## config.mk

```make
export PLATFORM = sky130hd
export DESIGN_NAME = snoop_bus_arbiter
export DESIGN_NICKNAME = d
export VERILOG_FILES = /design/src/rtl/snoop_bus_arbiter.sv
export SDC_FILE = /design/constraint.sdc
export NUM_CORES = 1
export LEC_CHECK = 0
export BUFFER_PORTS_ARGS = -buffer_cell sky130_fd_sc_hd__buf_2
export CORE_ASPECT_RATIO = 1.2
export CORE_MARGIN = 2
export CORE_UTILIZATION = 50
export CTS_CLUSTER_SIZE = 20
export DETAILED_ROUTE_END_ITERATION = 8
export GPL_ROUTABILITY_DRIVEN = 0
export PLACE_DENSITY_LB_ADDON = 0.08
export SYNTH_ARGS = -nofsm -noshare
export SYNTH_HDL_FRONTEND = slang
export SYNTH_SLANG_ARGS = --single-unit
```

## constraint.sdc

```tcl
create_clock -name clock -period 6.16 [get_ports clock]
set_clock_uncertainty 0.05 [all_clocks]
set_input_delay 0.616 -clock clock [delete_from_list [all_inputs] [get_ports clock]]
set_output_delay 0.616 -clock clock [all_outputs]
set_load 0.005 [all_outputs]
```

## src/rtl/snoop_bus_arbiter.sv

```systemverilog
// snoop_bus_arbiter
// Arbitrates NCACHE cache controllers plus one memory controller onto a
// single registered snoop bus. An owner keeps the bus while it stays active,
// up to MAX_HOLD consecutive cycles when others are waiting; a forced release
// pulses hold_timeout. Memory always has the lowest priority.
// Optional feature macro: SNOOP_BUS_RR_EN -- round-robin among the caches
// (rr_ptr). When undefined, caches use fixed priority with cache 0 highest.
module snoop_bus_arbiter #(
  parameter int NCACHE   = 3,
  parameter int MSG_W    = 11,
  parameter int WB_BIT   = 7,
  parameter int TYPE_LO  = 4,
  parameter int MAX_HOLD = 8,
  parameter int ID_W     = 2
) (
  input  logic                      clock,
  input  logic                      resetn,
  input  logic [NCACHE*MSG_W-1:0]   cache_msg,
  input  logic [MSG_W-1:0]          mem_msg,
  output logic [MSG_W-1:0]          bus_wire,
  output logic [NCACHE:0]           grant,
  output logic                      bus_busy,
  output logic [ID_W-1:0]           owner_id,
  output logic                      hold_timeout
);

  localparam int NREQ = NCACHE + 1;
  localparam int HC_W = (MAX_HOLD < 2) ? 1 : $clog2(MAX_HOLD + 1);
  localparam logic [HC_W-1:0] HOLD_MAX  = HC_W'(MAX_HOLD);
  localparam logic [HC_W-1:0] HOLD_LAST = HC_W'(MAX_HOLD - 1);

  localparam logic [0:0] ST_IDLE  = 1'b0;
  localparam logic [0:0] ST_OWNED = 1'b1;

  // Registered state
  logic [0:0]       state_q,        state_d;
  logic [MSG_W-1:0] bus_wire_q,     bus_wire_d;
  logic [NCACHE:0]  grant_q,        grant_d;
  logic             bus_busy_q,     bus_busy_d;
  logic [ID_W-1:0]  owner_id_q,     owner_id_d;
  logic             hold_timeout_q, hold_timeout_d;
  logic [HC_W-1:0]  hold_cnt_q,     hold_cnt_d;

`ifdef SNOOP_BUS_RR_EN
  localparam int RR_W = $clog2(NCACHE);
  logic [RR_W-1:0]  rr_ptr_q,       rr_ptr_d;
  int               rr_idx;
`endif

  // Combinational helpers
  logic [MSG_W-1:0] msg_arr [NREQ];
  logic [NCACHE:0]  req;
  logic [NCACHE:0]  others;
  logic [NCACHE:0]  cand;
  logic             owner_act;
  logic             timeout_fire;
  logic             hold_path;
  logic             win_vld;
  logic [ID_W-1:0]  win_idx;

  // Unpack messages and qualify each requester as active
  always_comb begin
    for (int i = 0; i < NCACHE; i++) begin
      msg_arr[i] = cache_msg[i*MSG_W +: MSG_W];
      req[i]     = cache_msg[i*MSG_W + WB_BIT] |
                   (cache_msg[i*MSG_W + TYPE_LO +: 2] != 2'b00);
    end
    msg_arr[NCACHE] = mem_msg;
    // Memory's write-back flag carries no request meaning
    req[NCACHE]     = (mem_msg[TYPE_LO +: 2] != 2'b00);
  end

  // Decide between holding the current owner and re-arbitrating
  always_comb begin
    owner_act    = (state_q == ST_OWNED) && req[owner_id_q];
    others       = req;
    others[owner_id_q] = 1'b0;
    timeout_fire = (MAX_HOLD != 0) && owner_act &&
                   (hold_cnt_q == HOLD_LAST) && (|others);
    hold_path    = owner_act && !timeout_fire;
    // A forced release excludes the owner; a voluntary one has it inactive anyway
    cand         = timeout_fire ? others : req;
  end

  // Pick the winner among the candidates; memory is only taken if no cache is
`ifdef SNOOP_BUS_RR_EN
  always_comb begin
    win_vld = 1'b0;
    win_idx = '0;
    rr_idx  = 0;
    if (cand[NCACHE]) begin
      win_vld = 1'b1;
      win_idx = ID_W'(NCACHE);
    end
    // Walk backwards so the cache closest to rr_ptr is the last to overwrite
    for (int k = NCACHE - 1; k >= 0; k--) begin
      rr_idx = int'(rr_ptr_q) + k;
      if (rr_idx >= NCACHE) rr_idx = rr_idx - NCACHE;
      if (cand[rr_idx]) begin
        win_vld = 1'b1;
        win_idx = ID_W'(rr_idx);
      end
    end
  end
`else
  always_comb begin
    win_vld = 1'b0;
    win_idx = '0;
    // Descending scan: the lowest active index ends up winning
    for (int i = NCACHE; i >= 0; i--) begin
      if (cand[i]) begin
        win_vld = 1'b1;
        win_idx = ID_W'(i);
      end
    end
  end
`endif

  // Next-state computation for ownership, bus contents and hold counter
  always_comb begin
    // NOTE: every signal gets a default up front so no path leaves one unassigned (no latches).
    state_d        = state_q;
    bus_wire_d     = bus_wire_q;
    grant_d        = grant_q;
    owner_id_d     = owner_id_q;
    hold_cnt_d     = hold_cnt_q;
    hold_timeout_d = timeout_fire;
`ifdef SNOOP_BUS_RR_EN
    rr_ptr_d       = rr_ptr_q;
`endif
    if (hold_path) begin
      // Owner keeps the bus; its message may change every cycle
      bus_wire_d = msg_arr[owner_id_q];
      if (hold_cnt_q != HOLD_MAX) hold_cnt_d = hold_cnt_q + 1'b1;
    end else if (win_vld) begin
      state_d    = ST_OWNED;
      grant_d    = NREQ'(1) << win_idx;
      owner_id_d = win_idx;
      hold_cnt_d = '0;
      bus_wire_d = msg_arr[win_idx];
`ifdef SNOOP_BUS_RR_EN
      if (int'(win_idx) < NCACHE) begin
        rr_ptr_d = (int'(win_idx) == NCACHE - 1) ? '0 : RR_W'(int'(win_idx) + 1);
      end
`endif
    end else begin
      // Nobody wants the bus; owner_id deliberately keeps its last value
      state_d    = ST_IDLE;
      grant_d    = '0;
      hold_cnt_d = '0;
      bus_wire_d = '0;
    end
    bus_busy_d = |grant_d;
  end

  // State registers with asynchronous clear
  always_ff @(posedge clock or negedge resetn) begin
    if (!resetn) begin
      state_q        <= ST_IDLE;
      bus_wire_q     <= '0;
      grant_q        <= '0;
      bus_busy_q     <= 1'b0;
      owner_id_q     <= '0;
      hold_timeout_q <= 1'b0;
      hold_cnt_q     <= '0;
`ifdef SNOOP_BUS_RR_EN
      rr_ptr_q       <= '0;
`endif
    end else begin
      // NOTE: sequential state uses non-blocking assignments so all flops update together.
      state_q        <= state_d;
      bus_wire_q     <= bus_wire_d;
      grant_q        <= grant_d;
      bus_busy_q     <= bus_busy_d;
      owner_id_q     <= owner_id_d;
      hold_timeout_q <= hold_timeout_d;
      hold_cnt_q     <= hold_cnt_d;
`ifdef SNOOP_BUS_RR_EN
      rr_ptr_q       <= rr_ptr_d;
`endif
    end
  end

  assign bus_wire     = bus_wire_q;
  assign grant        = grant_q;
  assign bus_busy     = bus_busy_q;
  assign owner_id     = owner_id_q;
  assign hold_timeout = hold_timeout_q;

endmodule

```

* Yosys cells after proc, flatten, opt, wreduce, memory -nomap -nowiden
Index checks and enable logic that the tools add are counted.
Operators by class: shift operators 1, $mul 0, bitwise logic cells 8, reduce and logical (&&, ||, !) cells 13, muxes and demuxes 26, equality and inequality tests 3, div/mod/pow operators 0, magnitude comparators 4, $add $sub $neg 1
Operators by type and width (number):
- $mux W11 | 6
- $bmux W11 S2 | 2
- $mux W4 | 5
- $mux W2 | 4
- $reduce_bool A2 Y1 | 4
- $reduce_or A4 Y1 | 2
- $mux W1 | 7
- $ge A3 B3 Y1 const B | 2
- $not A2 Y3 | 2
- $logic_and A1 B1 Y1 | 5
- $add A4 B1 Y4 const B | 1
- $and A4 B4 Y4 | 1
- $eq A4 B3 Y1 const B | 1
- $ne A4 B4 Y1 const B | 1
- $not A4 Y4 | 1
- $shl A1 B2 Y4 const A | 1
- $lt A2 B3 Y1 const B | 1
- $or A1 B1 Y1 | 3
- $bmux W1 S2 | 1
- $demux W1 S2 | 1
- $ge A2 B1 Y1 const B | 1
- $ne A2 B1 Y1 const B | 1
- $reduce_and A2 Y1 | 1
- $logic_not A1 Y1 | 1
- $not A1 Y1 | 1
Storage, ports and cells: register bits after elaboration 24, bits in latches 0, word-level logic and storage cells 63, ROM bits 0, input port bits 46, output and inout bits 19, bits in writable memories 0, memories 0

* Logic depth before layout (Yosys ltp)
Gate-level depths: netlist (run 1).
word-level depth 19, gate-level depth with buffers 10, depth with buffers taken out 8

* Least setup slack after synthesis (run 1)
Ideal clock, no wire load.
kind input -> register, from in cache_msg[26], to reg bus_wire_q[3], in the netlist bus_wire[3], path slack 3.221 ns, path buffers 2, data required time 6.029 ns, arrival time 2.808 ns, cell stages on the path 9, setup time 0.081 ns, path through or3_4 -> a22o_1 -> o21a_1 -> buf_6 -> a311o_1 -> a32oi_4 -> buf_8 -> mux2_1 -> o211ai_2
Between the ends: longest elaborated chain between the ends 18, elaborated cells on any way between the ends 26, classes of those cells mux (16); bitwise (3); reduce/logical (7)
RTL lines:
- start: declaration | RTL line 18 | input logic [NCACHE*MSG_W-1:0] cache_msg,
- $reduce_bool A2 Y1 (*) | RTL line 66 | (cache_msg[i*MSG_W + TYPE_LO +: 2] != 2'b00);
- $or A1 B1 Y1 (*) | RTL line 65 | req[i] = cache_msg[i*MSG_W + WB_BIT] |
- $bmux W1 S2 | RTL line 75 | owner_act = (state_q == ST_OWNED) && req[owner_id_q];
- $mux W1 (implied by the code) | RTL line 75
- $logic_and A1 B1 Y1 | RTL line 75
- $logic_and A1 B1 Y1 | RTL line 78 | timeout_fire = (MAX_HOLD != 0) && owner_act &&
- $logic_and A1 B1 Y1 | RTL line 79 | (hold_cnt_q == HOLD_LAST) && (|others);
- $mux W4 | RTL line 82 | cand = timeout_fire ? others : req;
- $mux W2 (4 in a row) | RTL line 111 | if (cand[i]) begin
- $not A2 Y3 (implied by the code) | RTL line 140 | bus_wire_d = msg_arr[win_idx];
- $bmux W11 S2 | RTL line 140
- $mux W11 (implied by the code) (2 in a row) | RTL line 140
- $mux W11 | RTL line 135 | end else if (win_vld) begin
- $mux W11 (*) | RTL line 131 | if (hold_path) begin
- via bus_wire_d[3] | RTL line 37 | logic [MSG_W-1:0] bus_wire_q, bus_wire_d;
- end signal: assignment | RTL line 172 | bus_wire_q <= bus_wire_d;
- end: declaration | RTL line 37
Mark *: on every way through the listed nets, which the timed path passes. The rest lies on a longest branch. The select of a mux whose other input is x is not followed. A chain may end at the register's enable or synchronous reset.

* Worst setup path in the final report (run 1)
from reg owner_id_q[1], in the netlist owner_id[1], to reg bus_wire_q[5], in the netlist bus_wire[5]
Between the ends: longest elaborated chain between the ends 19, elaborated cells on any way between the ends 34, classes of those cells order compare (2); mux (21); bitwise (4); reduce/logical (7)
RTL lines:
- start: declaration | RTL line 40 | logic [ID_W-1:0] owner_id_q, owner_id_d;
- start signal: assignment | RTL line 175 | owner_id_q <= owner_id_d;
- $lt A2 B3 Y1 (implied by the code) or $ge A2 B1 Y1 (tied branches) | RTL line 77 | others[owner_id_q] = 1'b0;
- $logic_and A1 B1 Y1 (implied by the code) | RTL line 77
- $mux W1 (implied by the code) | RTL line 77
- $demux W1 S2 | RTL line 77
- $not A4 Y4 (no line)
- $and A4 B4 Y4 (no line)
- $reduce_or A4 Y1 | RTL line 79
- $logic_and A1 B1 Y1 | RTL line 79
- $mux W4 | RTL line 82
- $mux W2 (4 in a row) | RTL line 111
- $not A2 Y3 (implied by the code) | RTL line 140
- $bmux W11 S2 | RTL line 140
- $mux W11 (implied by the code) (2 in a row) | RTL line 140
- $mux W11 | RTL line 135
- $mux W11 (*) | RTL line 131
- via bus_wire_d[5] | RTL line 37
Marked as above.

==> out/results.ini, run 1 <==
[synth]
synthCells = 194
avgSynthCellArea_um2 = 10.25
ys_seq_elements = 24
synth.distinct_cells = 46
synth_ff_type = dfrtp_1
synth-edff-count = 0
postSynth.asyncResetShare = 1.000
yosysSeqAreaShare = 0.3021
yosysWarnings = 0
syn_area_um2 = 1988
syn-num-nets = 242

[floorplan]
fp-row-count = 25
pin_count = 65
die_w_um = 61.57
core_area_um2 = 3879
dieArea_um2 = 4499
start_util = 0.5126
die_h_um = 73.08

[sta]
whs_ps = 276.9
fin_tns_setup_ps = 0
slew-limit-headroom = 0.2951
final_max_slew_viol_count = 0
max_freq_mhz = 254.4
hold_viol_final = 0
setup_viol = 0
worstMarginPinSlew_ps = 1057
timing.final.crit_share = 0.6382
rsz0062_at_grt = no
setup_ws_ps = 2228
fin_crit_ps = 3932

[cts]
cts_tree = done
post_cts_buffers = 0
cts_resized = 0
htreeDepth = 1
cts_inserted_buffers = 3
clock-sinks = 24
clk_pin_slew_worst_paths_ps = 90
clockBufferDepth = 2
cts_root_buffer = clkbuf_8
worstSkewPairLatency_ps = 260
holdBufCountCts = 0

[layout]
areaGrowthSynthToFinish_pct = 19.13
final_cell_mix = buf_2, nand2_1, dfrtp_1
final_layout_size_suffix_gt1_frac = 0.4200
diodes = 0
layout_commonest_cell = buf_2
fin_util = 0.6106
final_nets = 299

[route]
viasPerCell = 5.921
via_count = 1800
totalWireLength_um = 4851
firstDrtPassIters = 4
ant_nets = 0
routedWlPerCell_um = 15.96
drt_iter0_markers = 119
drc = 0

[setup_path]
arrival_ps = 4060
crit_fanout = 24
cp_num_buf_inv = 0
cp-start-kind = flop
crit_path_end_kind = flop
rr_worst_depth = 7
cp_cell_sequence = nand2b_1 > o221ai_1 > or2_1 > or4_1 > a32oi_4 > mux2_2 > o221ai_1
worst_path_most_repeated_cell = o221ai_1
cp.required_ps = 6290
slowest_delay_ps = 980
critPathSlowestCell = dfrtp_1
path_depth = 7
crit_type = flop to flop
cpLargestDelayFamily = compound AO/OA/AOI/OAI gates
startpoint = owner_id[1]$_DFFE_PN0P_
timing.rr.start = owner_id[1]$_DFFE_PN0P_

[power]
total_power_uw = 849.5
power_density_nw_per_um2 = 358.7
ir_worst_vdd_mv = 0.1435
cellLeakagePower_uw = 0.001033

[global_routing]
grt_usage = 0.2219
grt_overflow = 0
grt_pass1_wl_um = 7596
grt_start_max_net_pins = 25
antenna_found_initial = 0
first_global_vias = 1615

[hold_path]
hold_class = primary input to async pin

[placed_design]
io_buffers = 64
dp_hpwl_um = 3536
post-place-ws_ps = 2219

[status]
status = finished clean

[job]
max_cap_viol_count = 0

## registers in the layout, summed over array words and instances (netlist names)
register / count
bus_busy: 1
bus_wire: 11
grant: 4
hold_cnt_q: 4
hold_timeout: 1
owner_id: 2
state_q: 1
## cell usage after synthesis (all sizes together) (5+ instances only)
cell	number	area, µm²
a21oi	5	25.02
buf	9	71.31
dfrtp	24	600.6
inv	5	18.77
mux2	12	161.4
mux2i	10	100.1
mux4	11	247.7
nand2	26	97.59
nand3	18	90.09
nor2	16	60.06
o211ai	8	100.1
## logic make-up after synthesis
kind of cell,after synthesis,share of synthesized area
buf+inv,18,0.05286
xor+xnor,2,0.008812
compound gates,36,0.1750
flops,24,0.3021
fa+ha+maj,2,0.01258
simple gates,79,0.1926
mux,33,0.2561
## routing by layer
layer  global-route usage  routed length, µm  up-vias
li1                     -                  -      852
met4              0.04492                 25        0
met1               0.3054               2106      867
met2               0.3731               2368       79
met5                    0                  0        -
met3              0.02482                352        2
## worst paths after layout
path	to	slack, ps
max in group asynchronous	bus_wire[2]$_DFF_PN0_	5420
hold reg to reg	grant[0]$_DFF_PN0_	460
setup / recovery	bus_wire[5]$_DFF_PN0_	2230
setup reg to reg	bus_wire[5]$_DFF_PN0_	2230
hold / removal	bus_wire[9]$_DFF_PN0_	280
min in group clock	grant[0]$_DFF_PN0_	460
## worst reg2reg max path: cells and delay by family (launching register included)
| family | cells | cell delay [ps] |
|---|---|---|
| muxes | 1 | 420 |
| AOI/OAI and AO/OA | 3 | 1220 |
| DFF | 1 | 980 |
| and+or+nand+nor | 3 | 1180 |
## cell type report
| type | count | area, µm² |
|---|---|---|
| timing repair buffer | 65 | 327.8 |
| sequential | 24 | 600.6 |
| clock buffer | 3 | 41.29 |
| tap | 54 | 67.56 |
| clock inverter | 1 | 30.03 |
| multi-input combinational | 152 | 1282 |
| inverter | 5 | 18.77 |
| fill | 365 | 1510 |
## per-stage QoR
stage	instance area, µm²	cells
after floorplan	1988	194
final	2369	304
after global placement	2297	300
after detailed placement	2297	300
after CTS	2369	304
after global routing	2369	304
## where the power goes
group | leakage [µW] | switching (µW) | internal (µW)
Combinational | 0.000705 | 201 | 221
Clock | 0.0000357 | 50.4 | 86.8
Sequential | 0.000293 | 67.0 | 223
No activity file was read; power rests on OpenSTA's default activity.
==> run 2, diff against run 1 <==
CORE_UTILIZATION = 46   (was 50)
clock period = 3.2 ns   (was 6.16 ns; I/O delays follow)
==> run 2 against run 1 <==
Effect of this change:
- the run now ends with negative hold slack left
- final area grew 3.5%
- critical path type unchanged
- critical path depth up 1
- worst setup slack lost 2000 ps
- final cell count grew 4.6%
- utilization shrank 2.7 points
- hold slack worse by 300 ps
- global-route usage shrank 0.21 points
- non-clock buffer count increased by 13
- highest routed layer unchanged
- largest cell class unchanged
- fmax grew 34%
- clock power is 38% higher
==> out/results.ini, run 2 (synthesis results as in run 1) <==
[status]
status = complete, but fails checks
violations = negative hold slack

[setup_path]
cp.required_ps = 3350
cpLargestDelayFamily = simple AND/OR/NAND/NOR gates
crit_type = flop to flop
critPathSlowestCell = dfrtp_1
arrival_ps = 3090
cp_cell_sequence = nand2b_1 > o221ai_1 > or2_1 > or4_1 > a32oi_4 > buf_12 > mux2_1 > o211ai_2
cp-start-kind = flop
cp_num_buf_inv = 1
slowest_delay_ps = 600
crit_fanout = 18
crit_path_end_kind = flop

[sta]
setup_viol = 0
fin_tns_setup_ps = 0
slew-limit-headroom = 0.5666
worstMarginPinSlew_ps = 641.6
final_max_slew_viol_count = 0
rsz0062_at_grt = no
max_freq_mhz = 340.5
hold_viol_final = 24
timing.final.crit_share = 0.9178
whs_ps = -19.30
fin_crit_ps = 2937

[cts]
clock-sinks = 24
clockBufferDepth = 2
post_cts_buffers = 0
htreeDepth = 1
cts_resized = 0
clk_pin_slew_worst_paths_ps = 100
cts_root_buffer = clkbuf_8
cts_inserted_buffers = 3
holdBufCountCts = 0
worstSkewPairLatency_ps = 280
cts_tree = done

[power]
p_switching_uw = 653.2
total_power_uw = 1646
power_density_nw_per_um2 = 671.6
ir_worst_vdd_mv = 0.3633
combPwrFrac = 0.575
p_clk_frac = 0.115
cellLeakagePower_uw = 0.001086
intPower_uw = 992.9
p_sw_frac = 0.3968
power_frac_seq = 0.310

[global_routing]
grt_pass1_wl_um = 8611
grt_usage = 0.2198
first_global_vias = 1836
grt_start_max_net_pins = 25
grt_overflow = 0
antenna_found_initial = 0

[layout]
areaGrowthSynthToFinish_pct = 23.29
layout_commonest_cell = buf_2
final_cell_mix = buf_2, nand2_1, dfrtp_1
final_nets = 312
largest_reg_flops = 11
final_cell_area_um2 = 2451
final_layout_size_suffix_gt1_frac = 0.4466
fin_util = 0.5841
diodes = 0

[route]
via_count = 1867
ant_nets = 0
drc = 0
totalWireLength_um = 5201
drt_iter0_markers = 100
viasPerCell = 5.871
firstDrtPassIters = 4
routedWlPerCell_um = 16.36

[job]
max_cap_viol_count = 0

[floorplan]
dieArea_um2 = 4866
start_util = 0.4738
die_h_um = 76.02
fp-row-count = 26
core_area_um2 = 4197
die_w_um = 64.02
pin_count = 65

[placed_design]
dp_hpwl_um = 4054
io_buffers = 64
post_dp_cell_area_um2 = 2410

[hold_path]
hold_class = primary input to async pin

run 2: worst reg2reg max path: stages (launching register included):
cell and delay, ps:
dfrtp_1 600, nand2b_1 190, o221ai_1 120, or2_1 260, or4_1 580, a32oi_4 410, buf_12 230, mux2_1 370
o211ai_2 60
run 2: worst paths after layout:
kind | slack, ps | endpoint | startpoint | cells after the start
setup / recovery | 260 | bus_wire[3]$_DFF_PN0_ | owner_id[1]$_DFFE_PN0P_ | 8
hold / removal | -20 | grant[1]$_DFF_PN0_ | resetn | 1
setup reg to reg | 260 | bus_wire[3]$_DFF_PN0_ | owner_id[1]$_DFFE_PN0P_ | 8
hold reg to reg | 440 | grant[3]$_DFF_PN0_ | grant[3]$_DFF_PN0_ | 2
max in group asynchronous | 2740 | hold_cnt_q[0]$_DFFE_PN0P_ | resetn | 1
min in group clock | 300 | bus_wire[8]$_DFF_PN0_ | cache_msg[30] | 3
run 2: power by group through the flow:
| stage | Combinational, µW | Sequential (µW) | Clock, µW |
|---|---|---|---|
| floorplan | 653 | 505 | 0 |
| global placement | 942 | 516 | 0 |
| detailed placement | 956 | 515 | 0 |
| CTS | 959 | 512 | 189 |
| global route | 1050 | 530 | 203 |
| finish | 946 | 511 | 189 |
run 2: final cells by class:
type                    count  area [µm²]
well taps                  56       70.07
flip-flops and latches     24       600.6
clock buffers               3       41.29
inverters                   5       18.77
repair buffers             78       437.9
multi-input cells         152        1282
fillers                   398        1745
run 2: per-stage QoR:
step	std cells	setup slack, ps
detailed placement	315	254.5
global placement	315	292.3
global route	318	141.9
finish	318	263.2
CTS	318	271.8
floorplan	194	483.8
run 2: routing by layer:
metal / part of all wire / GRT usage
met5: 0 / 0
met4: 0.017 / 0.06739
met3: 0.049 / 0.02511
met2: 0.51 / 0.3740
met1: 0.43 / 0.2905
